[config.mk]
export PLATFORM = sky130hd
export DESIGN_NAME = mgt_01_i_wb_arbiter
export DESIGN_NICKNAME = d
export VERILOG_FILES = /design/src/rtl/mgt_01_i_wb_arbiter.sv
export SDC_FILE = /design/constraint.sdc
export NUM_CORES = 1
export LEC_CHECK = 0
export ABC_AREA = 1
export BUFFER_PORTS_ARGS = -buffer_cell sky130_fd_sc_hd__buf_2
export CAP_MARGIN = 10
export CORE_MARGIN = 2
export CORE_UTILIZATION = 40
export CTS_CLUSTER_SIZE = 25
export DETAILED_ROUTE_END_ITERATION = 7
export PLACE_DENSITY = 0.72
export SYNTH_ARGS = -nofsm -noshare
export SYNTH_HDL_FRONTEND = slang
export SYNTH_SLANG_ARGS = --single-unit
[constraint.sdc]
create_clock -name clk_i -period 3.3 [get_ports clk_i]
set_input_delay 0.66 -clock clk_i [delete_from_list [all_inputs] [get_ports clk_i]]
set_output_delay 0.66 -clock clk_i [all_outputs]
set_load 0.05 [all_outputs]
[src/rtl/mgt_01_i_wb_arbiter.sv]
// Integer writeback arbiter with a pending-write scoreboard.
// Several execution units compete for the single register-file write port.
// A round-robin arbiter grants at most one requester per cycle. The accepted
// result is registered onto the write port with one cycle of latency.
// The busy vector tracks destinations that have been issued but not yet
// written back.
module mgt_01_i_wb_arbiter #(
    parameter int N_REQ = 3,
    parameter int NREG  = 32,
    parameter int DW    = 32,
    localparam int AW   = (NREG > 1) ? $clog2(NREG) : 1
) (
    input  logic                  clk_i,
    input  logic                  rst_i,
    input  logic                  flush_i,
    input  logic [N_REQ-1:0]      req_valid_i,
    input  logic [N_REQ*AW-1:0]   req_addr_i,
    input  logic [N_REQ*DW-1:0]   req_data_i,
    output logic [N_REQ-1:0]      req_ready_o,
    input  logic                  issue_valid_i,
    input  logic [AW-1:0]         issue_rd_i,
    output logic                  we_o,
    output logic [AW-1:0]         w_iaddr_o,
    output logic [DW-1:0]         wr_idata_o,
    output logic [NREG-1:0]       busy_o
);

    localparam int         PW     = (N_REQ > 1) ? $clog2(N_REQ) : 1;
    localparam logic [PW:0] NREQ_W = (PW+1)'(N_REQ);
    localparam logic [PW-1:0] LAST_REQ = PW'(N_REQ - 1);

    logic [PW-1:0]    last_grant_r;
    logic             we_r;
    logic [AW-1:0]    waddr_r;
    logic [DW-1:0]    wdata_r;
    logic [NREG-1:0]  busy_r;

    logic [PW:0]      sum_s;
    logic [PW:0]      cand_s;
    logic             found_s;
    logic [PW-1:0]    win_idx_s;
    logic [N_REQ-1:0] grant_s;
    logic             transfer_s;
    logic [AW-1:0]    win_addr_s;
    logic [DW-1:0]    win_data_s;
    logic [NREG-1:0]  set_mask_s;
    logic [NREG-1:0]  clr_mask_s;
    logic [NREG-1:0]  busy_nxt_s;

    // Round-robin search: scan from the requester after the last winner and stop at the first valid one.
    always_comb begin
        sum_s     = '0;
        cand_s    = '0;
        found_s   = 1'b0;
        win_idx_s = last_grant_r;
        for (int i = 1; i <= N_REQ; i++) begin
            sum_s  = {1'b0, last_grant_r} + (PW+1)'(i);
            cand_s = (sum_s >= NREQ_W) ? (sum_s - NREQ_W) : sum_s;
            if (!found_s && req_valid_i[cand_s[PW-1:0]]) begin
                found_s   = 1'b1;
                win_idx_s = cand_s[PW-1:0];
            end else begin
                found_s   = found_s;
            end
        end
    end

    // One-hot grant. It is suppressed while reset or flush is active, so nothing is accepted then.
    always_comb begin
        grant_s = '0;
        if (rst_i || flush_i) begin
            grant_s = '0;
        end else if (found_s) begin
            grant_s[win_idx_s] = 1'b1;
        end else begin
            grant_s = '0;
        end
    end

    assign transfer_s  = |grant_s;
    assign req_ready_o = grant_s;

    // Select the winner's address and data. The grant is one-hot, so an AND-OR mux is enough.
    always_comb begin
        win_addr_s = '0;
        win_data_s = '0;
        for (int k = 0; k < N_REQ; k++) begin
            win_addr_s = win_addr_s | ({AW{grant_s[k]}} & req_addr_i[k*AW +: AW]);
            win_data_s = win_data_s | ({DW{grant_s[k]}} & req_data_i[k*DW +: DW]);
        end
    end

    // Scoreboard update. An issue beats a same-edge writeback, flush beats both, and x0 is never busy.
    always_comb begin
        set_mask_s = '0;
        clr_mask_s = '0;
        if (transfer_s) begin
            clr_mask_s[win_addr_s] = 1'b1;
        end else begin
            clr_mask_s = '0;
        end
        if (issue_valid_i && (issue_rd_i != '0)) begin
            set_mask_s[issue_rd_i] = 1'b1;
        end else begin
            set_mask_s = '0;
        end
        if (flush_i) begin
            busy_nxt_s = '0;
        end else begin
            busy_nxt_s = (busy_r & ~clr_mask_s) | set_mask_s;
        end
        busy_nxt_s[0] = 1'b0;
    end

    // Register the write port. A write to x0 completes its handshake but never asserts the enable.
    always_ff @(posedge clk_i) begin
        if (rst_i) begin
            we_r    <= 1'b0;
            waddr_r <= '0;
            wdata_r <= '0;
        end else if (transfer_s) begin
            we_r    <= (win_addr_s != '0);
            waddr_r <= win_addr_s;
            wdata_r <= win_data_s;
        end else begin
            we_r    <= 1'b0;
            waddr_r <= waddr_r;
            wdata_r <= wdata_r;
        end
    end

    // Arbitration pointer and busy scoreboard. Flush leaves the pointer alone.
    always_ff @(posedge clk_i) begin
        if (rst_i) begin
            last_grant_r <= LAST_REQ;
            busy_r       <= '0;
        end else begin
            last_grant_r <= transfer_s ? win_idx_s : last_grant_r;
            busy_r       <= busy_nxt_s;
        end
    end

    assign we_o       = we_r;
    assign w_iaddr_o  = waddr_r;
    assign wr_idata_o = wdata_r;
    assign busy_o     = busy_r;

endmodule

### Yosys cells after proc, flatten, opt, wreduce, memory -nomap -nowiden

Cells that the tools add are included.

* memories kept: 0
* bits in read-only memories: 0
* RAM bits: 0
* register bits: 72
* word-level logic and storage cells: 77
* input port bits: 123
* bits in latches: 0

* add/subtract/negate cells: 6
* shift operators: 0
* divide/modulo/power cells: 0
* bitwise gates (word level): 14
* mux-type cells: 25
* reductions and logical operators: 14
* $lt $le $gt $ge: 12
* $mul: 0
* equality and inequality tests: 0

Operator list (number)
* bitwise AND 32 bit: 4
* bitwise OR 32 bit: 3
* two-way mux 32 bit: 2
* inverter 32 bit: 1
* bitwise AND 5 bit: 3
* less-than comparator 2 x 3 -> 1 bit (second input constant): 4
* less-than comparator 5 x 6 -> 1 bit (second input constant): 2
* two-way mux 2 bit: 6
* demux 1 bit (select 5 bit): 2
* greater-or-equal comparator 5 x 1 -> 1 bit (second input constant): 2
* bitwise OR 5 bit: 2
* nonzero test 5 bit: 2
* greater-or-equal comparator 3 x 2 -> 1 bit (second input constant): 3
* two-way mux 1 bit: 9
* adder 2 x 2 -> 3 bit (second input constant): 2
* binary-select mux 1 bit (select 2 bit): 3
* logical AND 1 bit: 6
* two-way mux 3 bit: 2
* subtractor 2 bit (second input constant): 3
* OR reduction 2 bit: 2
* adder 2 x 1 -> 3 bit (second input constant): 1
* OR reduction 3 bit: 1
* demux 1 bit (select 2 bit): 1
* greater-or-equal comparator 2 x 1 -> 1 bit (second input constant): 1
* 3 further kinds: 4

### Logic depth before layout (Yosys ltp)

Gate-level depths: netlist of the first run.

* word-level depth: 29
* mapped depth: 20
* gate-level depth less buffers: 18

### Least setup slack after synthesis of the first run

Ideal clock, no wire load.

* kind: register to output
* start point: reg last_grant_r[0]
* end point: out req_ready_o[2]
* buffers on the path: 3
* stages on the path, launching flop included: 15
* data required time: 2.640 ns
* slack: 0.545 ns
* arrival time: 2.095 ns
* cells stage by stage: dfxtp_1 inv_2 ha_1 buf_4 inv_4 nand2_2 nand3_2 nand2_4 nand2_4 nor2_2 nor2_4 buf_4 nand3_1 inv_1 buf_2

* longest elaborated chain between the ends: 18
* elaborated cells between the ends (all ways): 35
* classes of those cells: 6 x add/sub; 5 x order compare; 19 x mux; 5 x reduce/logical

Ends and longest elaborated chain
* start: declaration: line 32 `logic [PW-1:0] last_grant_r;`
* start signal: assignment: line 138 `last_grant_r <= transfer_s ? win_idx_s : last_grant_r;`
* adder 2 x 1 -> 3 bit: line 57 `sum_s = {1'b0, last_grant_r} + (PW+1)'(i);`
* greater-or-equal comparator 3 x 2 -> 1 bit or subtractor 2 bit (tied branches): line 58 `cand_s = (sum_s >= NREQ_W) ? (sum_s - NREQ_W) : sum_s;`
* two-way mux 2 bit: line 58
* binary-select mux 1 bit (select 2 bit): line 59 `if (!found_s && req_valid_i[cand_s[PW-1:0]]) begin`
* two-way mux 1 bit (not written as such): line 59
* two-way mux 1 bit: line 59
* logical NOT 1 bit: line 59
* logical AND 1 bit: line 59
* [2 not listed]
* logical AND 1 bit: line 59
* two-way mux 2 bit: line 59
* less-than comparator 2 x 3 -> 1 bit (not written as such) or greater-or-equal comparator 2 x 1 -> 1 bit (tied branches): line 74 `grant_s[win_idx_s] = 1'b1;`
* logical AND 1 bit (not written as such): line 74
* two-way mux 1 bit (not written as such): line 74
* demux 1 bit (select 2 bit): line 74
* two-way mux 3 bit *: line 73 `end else if (found_s) begin`
* two-way mux 3 bit *: line 71 `if (rst_i || flush_i) begin`
* end: declaration: line 19 `output logic [N_REQ-1:0] req_ready_o,`

Every way passes the cells marked *; elsewhere a longest branch is shown, timed or not. The select of a mux whose other input is x is not followed.

### Final worst setup path of the first run

* start point: reg last_grant_r[1]
* end point: out req_ready_o[0]

The elaborated chain is that of the path after synthesis.

==> run metrics, run 1 <==
outcome complete, no violations; core area 9328 um2; Final Non-Filler Cells 896; Max FO, Critical Path 8; GR peak layer met2; CTS tree yes; Comb power frac 0.406; drc violations 0; Final Cycle Share 0.9382; antenna violations before repair 1; Die Area 10530 um2; commonest non-fill, non-tap cell in the layout nand2_1; DIE HEIGHT 102.6 um; CTS clk-pin slew, worst paths 80 ps; CTS max path bufs 2; Max-slew headroom 0.4852; Mapped Nets 698; Post-Route Skew 10.65 ps; Clock Tree Root clkbuf_8; HPWL after DPL 9935 um; reg2reg setup slack 430 ps; Yosys reg bits 71; Final TNS setup 0 ps; area delta synth->final 33.54%; worst skew pair latency 340 ps; synthesized area per cell 6.803 um2; register area share after synthesis 0.3653; sequential share of power 0.340; routed wire length 12560 um; Final Hold Vio Count 0; Hold Slack 467.5 ps; NetSw 0.001223 W; post-route antenna net violation count 0; peak supply drop 271.5 uV; met3 usage 0.08407; worst slew pin tran 765.2 ps; I/O Pins 196; setup violators final 0; initial DRC count 183; CTS buffer count 9; Rows 35; met1 Use GR 0.3029; fraction of layout cells with a size suffix above 1 0.3642; total power 0.002918 W; power per cell area 561.5 nW/um2; reg2reg end busy_o[18]$_SDFF_PP0_; clock share of power 0.255; WS Path Type flop to output port; DRT Pass-1 Iters 6; Worst setup SP type flop; Final Max Slew Viols 0; cell internal pwr 0.001695 W; CP startpoint last_grant_r[1]$_SDFFE_PP1P_; via/cell ratio 4.942; H-Tree Depth 3; unrepaired setup endpoints after global routing no; Max-Cap Viols 0; Critical Path AT 2440 ps; Routed WL per cell 14.02 um; gr usage total 0.2430; Initial Utilization 0.4172; worst r2r src last_grant_r[1]$_SDFFE_PP1P_; Fmax achieved 0.3230 GHz; commonest non-fill, non-tap cells in the layout nand2_1 (225), buf_2 (191), dfxtp_1 (70); grt met2 use 0.3932; Inst Count DP 877; Syn Std Cell Area 3891 um2; Cells after Synth 572; GP Congestion 0.8810; CTS sink count 71; DIE WIDTH 102.6 um; Synth cell types 33; largest net degree at the start of global routing 39; Period minus WS final 3096 ps; port bufs 194; Hold Crit Class flop to flop; final-stage net count 888; cell leakage power 2.719 nW; Crit path required time 2640 ps; vias after detailed routing 4428; Net Sw Frac 0.4191; Ys Warns 0; r2r worst-path depth 18; first-pass GRT wire length 20030 um; Worst Setup EP req_ready_o[0]; total congestion overflow 0; number of global-route vias before repair 4320; crit end category output port
-- cells in the mapped netlist --
library cell | n | area share
nor4_1 | 2 | 0.0032
nand2_1 | 225 | 0.22
o21ai_4 | 1 | 0.0042
nand3_2 | 5 | 0.013
nand2_2 | 8 | 0.013
conb_1 | 1 | 0.00096
o21ai_1 | 12 | 0.015
dfxtp_1 | 71 | 0.37
inv_1 | 51 | 0.049
nand3_1 | 40 | 0.051
o211ai_1 | 1 | 0.0019
buf_4 | 3 | 0.0058
xnor2_1 | 1 | 0.0023
buf_2 | 8 | 0.010
nand4_1 | 36 | 0.058
nor3_1 | 2 | 0.0026
nor2_4 | 6 | 0.017
ha_1 | 3 | 0.0096
nand3_4 | 5 | 0.023
buf_6 | 2 | 0.0058
o21ai_2 | 3 | 0.0068
nand2_4 | 4 | 0.012
clkbuf_1 | 10 | 0.0096
inv_2 | 6 | 0.0058
nor2_1 | 5 | 0.0048
nand4_2 | 2 | 0.0064
a21oi_2 | 8 | 0.018
nor2_2 | 6 | 0.0096
inv_4 | 3 | 0.0048
o21ai_0 | 4 | 0.0051
buf_1 | 3 | 0.0029
a21oi_1 | 32 | 0.041
a31oi_1 | 3 | 0.0048
-- worst min path at each step --
stage	from	to	slack, ps	cells past startpoint
5_1_grt	w_iaddr_o[1]$_SDFFE_PP0P_	w_iaddr_o[1]$_SDFFE_PP0P_	490	2
3_5_place_dp	w_iaddr_o[1]$_SDFFE_PP0P_	w_iaddr_o[1]$_SDFFE_PP0P_	460	2
4_1_cts	busy_o[4]$_SDFF_PP0_	busy_o[4]$_SDFF_PP0_	470	2
2_1_floorplan	last_grant_r[0]$_SDFFE_PP0P_	last_grant_r[0]$_SDFFE_PP0P_	510	2
6_report	w_iaddr_o[4]$_SDFFE_PP0P_	w_iaddr_o[4]$_SDFFE_PP0P_	470	2
3_3_place_gp	busy_o[4]$_SDFF_PP0_	busy_o[4]$_SDFF_PP0_	450	2
-- area by class of cell --
| cell class | instances | area, um2 |
|---|---|---|
| fill | 923 | 4131 |
| timing repair buffer | 205 | 1061 |
| sequential | 71 | 1423 |
| clock inverter | 6 | 86.33 |
| multi-input combinational | 415 | 2106 |
| tap | 129 | 161.4 |
| clock buffer | 9 | 123.9 |
| inverter | 60 | 232.7 |
| antenna | 1 | 2.502 |
-- worst max-delay path, cell delays in order (launching register included) --
cell and delay, ps:
dfxtp_1 370, inv_1 90, ha_2 440, inv_4 80
nand2_2 60, nand3_2 80, nand2_4 130, nand2_1 60
nand2_1 80, nand3_2 160, nand2_2 160, nand2_1 100
inv_2 60, clkbuf_4 220
-- repair_timing --
action                     4_1_cts  5_1_grt
setup endpoints to repair        1        3
buffers inserted                 0        3
gates resized for setup          1        4
hold buffers                     0        0
pin swaps                        0        1
-- state kept, by name, indices dropped and copies added (netlist names) --
| register | flops |
|---|---|
| we_o | 1 |
| wr_idata_o | 32 |
| last_grant_r | 2 |
| w_iaddr_o | 5 |
| busy_o | 31 |
-- power by group through the flow --
stage	sequential, W	clock, W	combinational (W)
after global placement	0.00101	0	0.00116
after global routing	0.00100	0.000797	0.00129
after detailed placement	0.00101	0	0.00117
after floorplan	0.00131	0	0.000581
final	0.000992	0.000743	0.00118
after CTS	0.000992	0.000760	0.00118
-- routing by layer --
layer  vias to the layer above  part of all wire  routed length (um)
met2                       166              0.46                5835
met3                        22             0.086                1076
met4                         0             0.024                 301
met5                         -                 0                   0
li1                       2222                 -                   -
met1                      2018              0.43                5348
-- logic make-up after synthesis --
family	share of synthesized area
xor+xnor	0.002251
flops	0.3653
simple gates	0.4302
compound gates	0.09743
fa+ha+maj	0.009647
buf+inv	0.09421
other cells	0.0009637
-- metrics by stage --
step / worst slack [ps] / cell area (um2) / util
after floorplan: 544.9 / 3891 / -
after global placement: 417.8 / 4950 / 0.5307
after detailed placement: 304.7 / 4950 / 0.5307
after CTS: 66.44 / 5162 / 0.5535
after global routing: 16.40 / 5196 / 0.5571
final: 203.9 / 5196 / 0.5571
No activity file was read; power rests on OpenSTA's default activity.
==> run 2, diff against run 1 <==
--- a/config.mk
+++ b/config.mk
@@ -5,9 +5,9 @@
 export SDC_FILE = /design/constraint.sdc
 export NUM_CORES = 1
 export LEC_CHECK = 0
-export ABC_AREA = 1
-export BUFFER_PORTS_ARGS = -buffer_cell sky130_fd_sc_hd__buf_2
+export BUFFER_PORTS_ARGS = -buffer_cell sky130_fd_sc_hd__buf_4
 export CAP_MARGIN = 10
+export CORE_ASPECT_RATIO = 1.1
 export CORE_MARGIN = 2
 export CORE_UTILIZATION = 40
 export CTS_CLUSTER_SIZE = 25
==> run 2 against run 1 <==
Routed wire length grew 6.1%. Via count shrank 0.27%. Total power grew 39%. Final area grew 13%. Sequential power is essentially flat. Area after synthesis shrank 0.84%. Clock skew shrank 1.0 ps. Register-to-register slack lost 280 ps. Clock-buffer cell count grew 1. Setup slack lost 120 ps. Hold slack lost 2.9 ps. Critical endpoint unchanged.
==> run metrics, run 2 <==
Die Area 10450 um2 (-0.80%); final worst slack 87.92 ps (-116.0 ps); routed wire length 13330 um (+6.1%); worst slew pin tran 624.1 ps (-141.1 ps); commonest non-fill, non-tap cells in the layout buf_4 (228), nand2_1 (72), dfxtp_1 (71); Util after Layout 0.6287 (+0.07164); FFs w/ async S/R, synth 0 (unchanged); area delta synth->final 52.37%; Ys Warns 0 (unchanged); Synth cell types 47 (+42%); power per cell area 690.4 nW/um2 (+23%); post-route antenna net violation count 0 (unchanged); Routed WL per cell 16.50 um (+18%); Clock Tree Root clkbuf_8; startpoint of the most critical hold path w_iaddr_o[1]$_SDFFE_PP0P_; Yosys reg bits 71 (unchanged); Post-synth top cells nand2_1 (72), dfxtp_1 (71), nor2_1 (64); Max FO, Critical Path 11 (+3); unrepaired setup endpoints after global routing yes; CP startpoint last_grant_r[0]$_SDFFE_PP0P_; DIE HEIGHT 107.0 um (+4.3%); CTS clk-pin slew, worst paths 80 ps (about the same); most frequent cell after synthesis nand2_1; Syn Std Cell Area 3859 um2 (-0.84%); Main synth FF type dfxtp_1; Hold Crit Class flop to flop; vias after detailed routing 4416 (-0.27%); area share of the largest cell type after synthesis 0.3684 (+0.003079); Rows 37 (+5.7%); CTS tree yes; outcome complete, no violations; dpl ws 91.03 ps (-213.6 ps); Inst Count DP 781 (-11%); crit end category output port; Final Non-Filler Cells 808 (-9.8%); CTS buffer count 9 (unchanged); Final Cycle Share 0.9734 (+0.03516); Critical Path AT 2550 ps (+110 ps); core area 9351 um2 (+0.25%); final-stage net count 812 (-8.6%); register area share after synthesis 0.3684 (+0.003079); cell leakage power 2.623 nW (-3.5%); Final Hold Vio Count 0 (unchanged); initial DRC count 161 (-12%); Final Max Slew Viols 0 (unchanged); Initial Utilization 0.4126 (-0.004539); drc violations 0 (unchanged); CTS max path bufs 2 (unchanged); worst r2r src last_grant_r[0]$_SDFFE_PP0P_; commonest non-fill, non-tap cell in the layout buf_4; largest net degree at the start of global routing 48 (+23%); antenna violations before repair 0 (-1); DRT Pass-1 Iters 5 (-1); Worst setup SP type flop; max reg flops 32 (unchanged); number of global-route vias before repair 4212 (-2.5%); CTS sink count 71 (unchanged); gr usage total 0.2442 (+0.001121); Cells after Synth 480 (-16%); fraction of layout cells with a size suffix above 1 0.3922 (+0.02796); first-pass GRT wire length 20660 um (+3.1%); Post-Route Skew 9.602 ps (-1.047 ps); I/O Pins 196 (unchanged); via/cell ratio 5.465 (+11%); Hold Slack 464.6 ps (-2.923 ps); HPWL after DPL 10170 um (+2.4%); setup violators final 0 (unchanged); GP Congestion 0.8879 (+0.78%); WS Path Type flop to output port; port bufs 194 (unchanged); top post-synthesis cells by area dfxtp_1 (37%), a32o_1 (7.5%), nand2_1 (7.0%); Fmax achieved 0.3113 GHz (-3.6%); DIE WIDTH 97.65 um (-4.9%); peak supply drop 416.2 uV (+53%); total power 0.004059 W (+39%); Post-synth EDFFs 0 (unchanged); H-Tree Depth 3 (unchanged); Mapped Nets 606 (-13%); Max-slew headroom 0.5839 (+0.09877); Max-Cap Viols 0 (unchanged); Period minus WS final 3212 ps (+116.0 ps); Crit path required time 2640 ps (about the same); n_diodes 0 (-1); worst skew pair latency 340 ps (about the same); biggest area consumer among synthesized cells dfxtp_1; synthesized area per cell 8.039 um2 (+18%); total congestion overflow 0 (unchanged)
## run 2: changes by cell type in the layout (fill, tap and decap cells not counted), sizes merged, moves of 10 or more
cell    delta
a32o      +29
nand2    -165
buf       +28
and3      +13
nand3     -44
a211oi    +35
mux2i     +23
inv       -55
nor2      +47
nand4     -38
nor3      +23
o21ai     -10
## run 2: final timing paths
| kind | to | slack, ps | depth (start not counted) |
|---|---|---|---|
| min reg2reg | w_iaddr_o[1]$_SDFFE_PP0P_ | 460 | 2 |
| max reg2reg | busy_o[24]$_SDFF_PP0_ | 150 | 12 |
| min | w_iaddr_o[1]$_SDFFE_PP0P_ | 460 | 2 |
| max | req_ready_o[0] | 90 | 9 |
## run 2: worst max-delay path, cell delays in order, from the launching register on
cell and delay (ps):
dfxtp_1 360, buf_4 160, ha_2 270, a21boi_2 90
a221oi_4 220, buf_4 210, mux2i_1 150, o21ai_4 460
nor3_4 80, buf_4 210
## run 2: final cells by class
cell class,instances,area [um2]
Inverter,4,15.01
Tap cell,117,146.4
Sequential cell,71,1421
Multi-Input combinational cell,370,2356
Clock inverter,6,68.82
Clock buffer,10,137.6
Fill cell,833,3472
Timing Repair Buffer,230,1734
## run 2: report_power, final
group / internal, W / switching, W
sequential: 0.000955 / 0.0000555
combinational: 0.000903 / 0.00143
clock: 0.000374 / 0.000346
## run 2: kinds of logic (layout without fill, tap and decap cells)
family | Yosys count | after routing | share of synthesized area
mux | 26 | 26 | 0.07133
compound gates | 131 | 131 | 0.2539
buf+inv | 39 | 250 | 0.04280
flops | 71 | 71 | 0.3684
other cells | 1 | 1 | 0.0009718
fa+ha+maj | 3 | 3 | 0.009729
simple gates | 209 | 209 | 0.2529
## run 2: stage by stage
step,setup TNS [ps],instance area [um2]
after floorplan,0,3890
after global placement,0,5545
after detailed placement,0,5545
after CTS,0,5783
after global routing,-49.45,5879
final,0,5879
## run 2: layer usage
layer,GRT usage,wire [um]
met3,0.04954,947
met5,0,0
met1,0.2890,5194
met2,0.4305,6777
met4,0.1022,413
## run 2: what timing repair did
item | in CTS | in global routing
hold buffers | 0 | 0
hold endpoints to repair | 0 | 0
buffers inserted | 0 | 11
gates resized for setup | 7 | 4
endpoints found under the setup margin | 3 | 7
pin swaps | 0 | 2
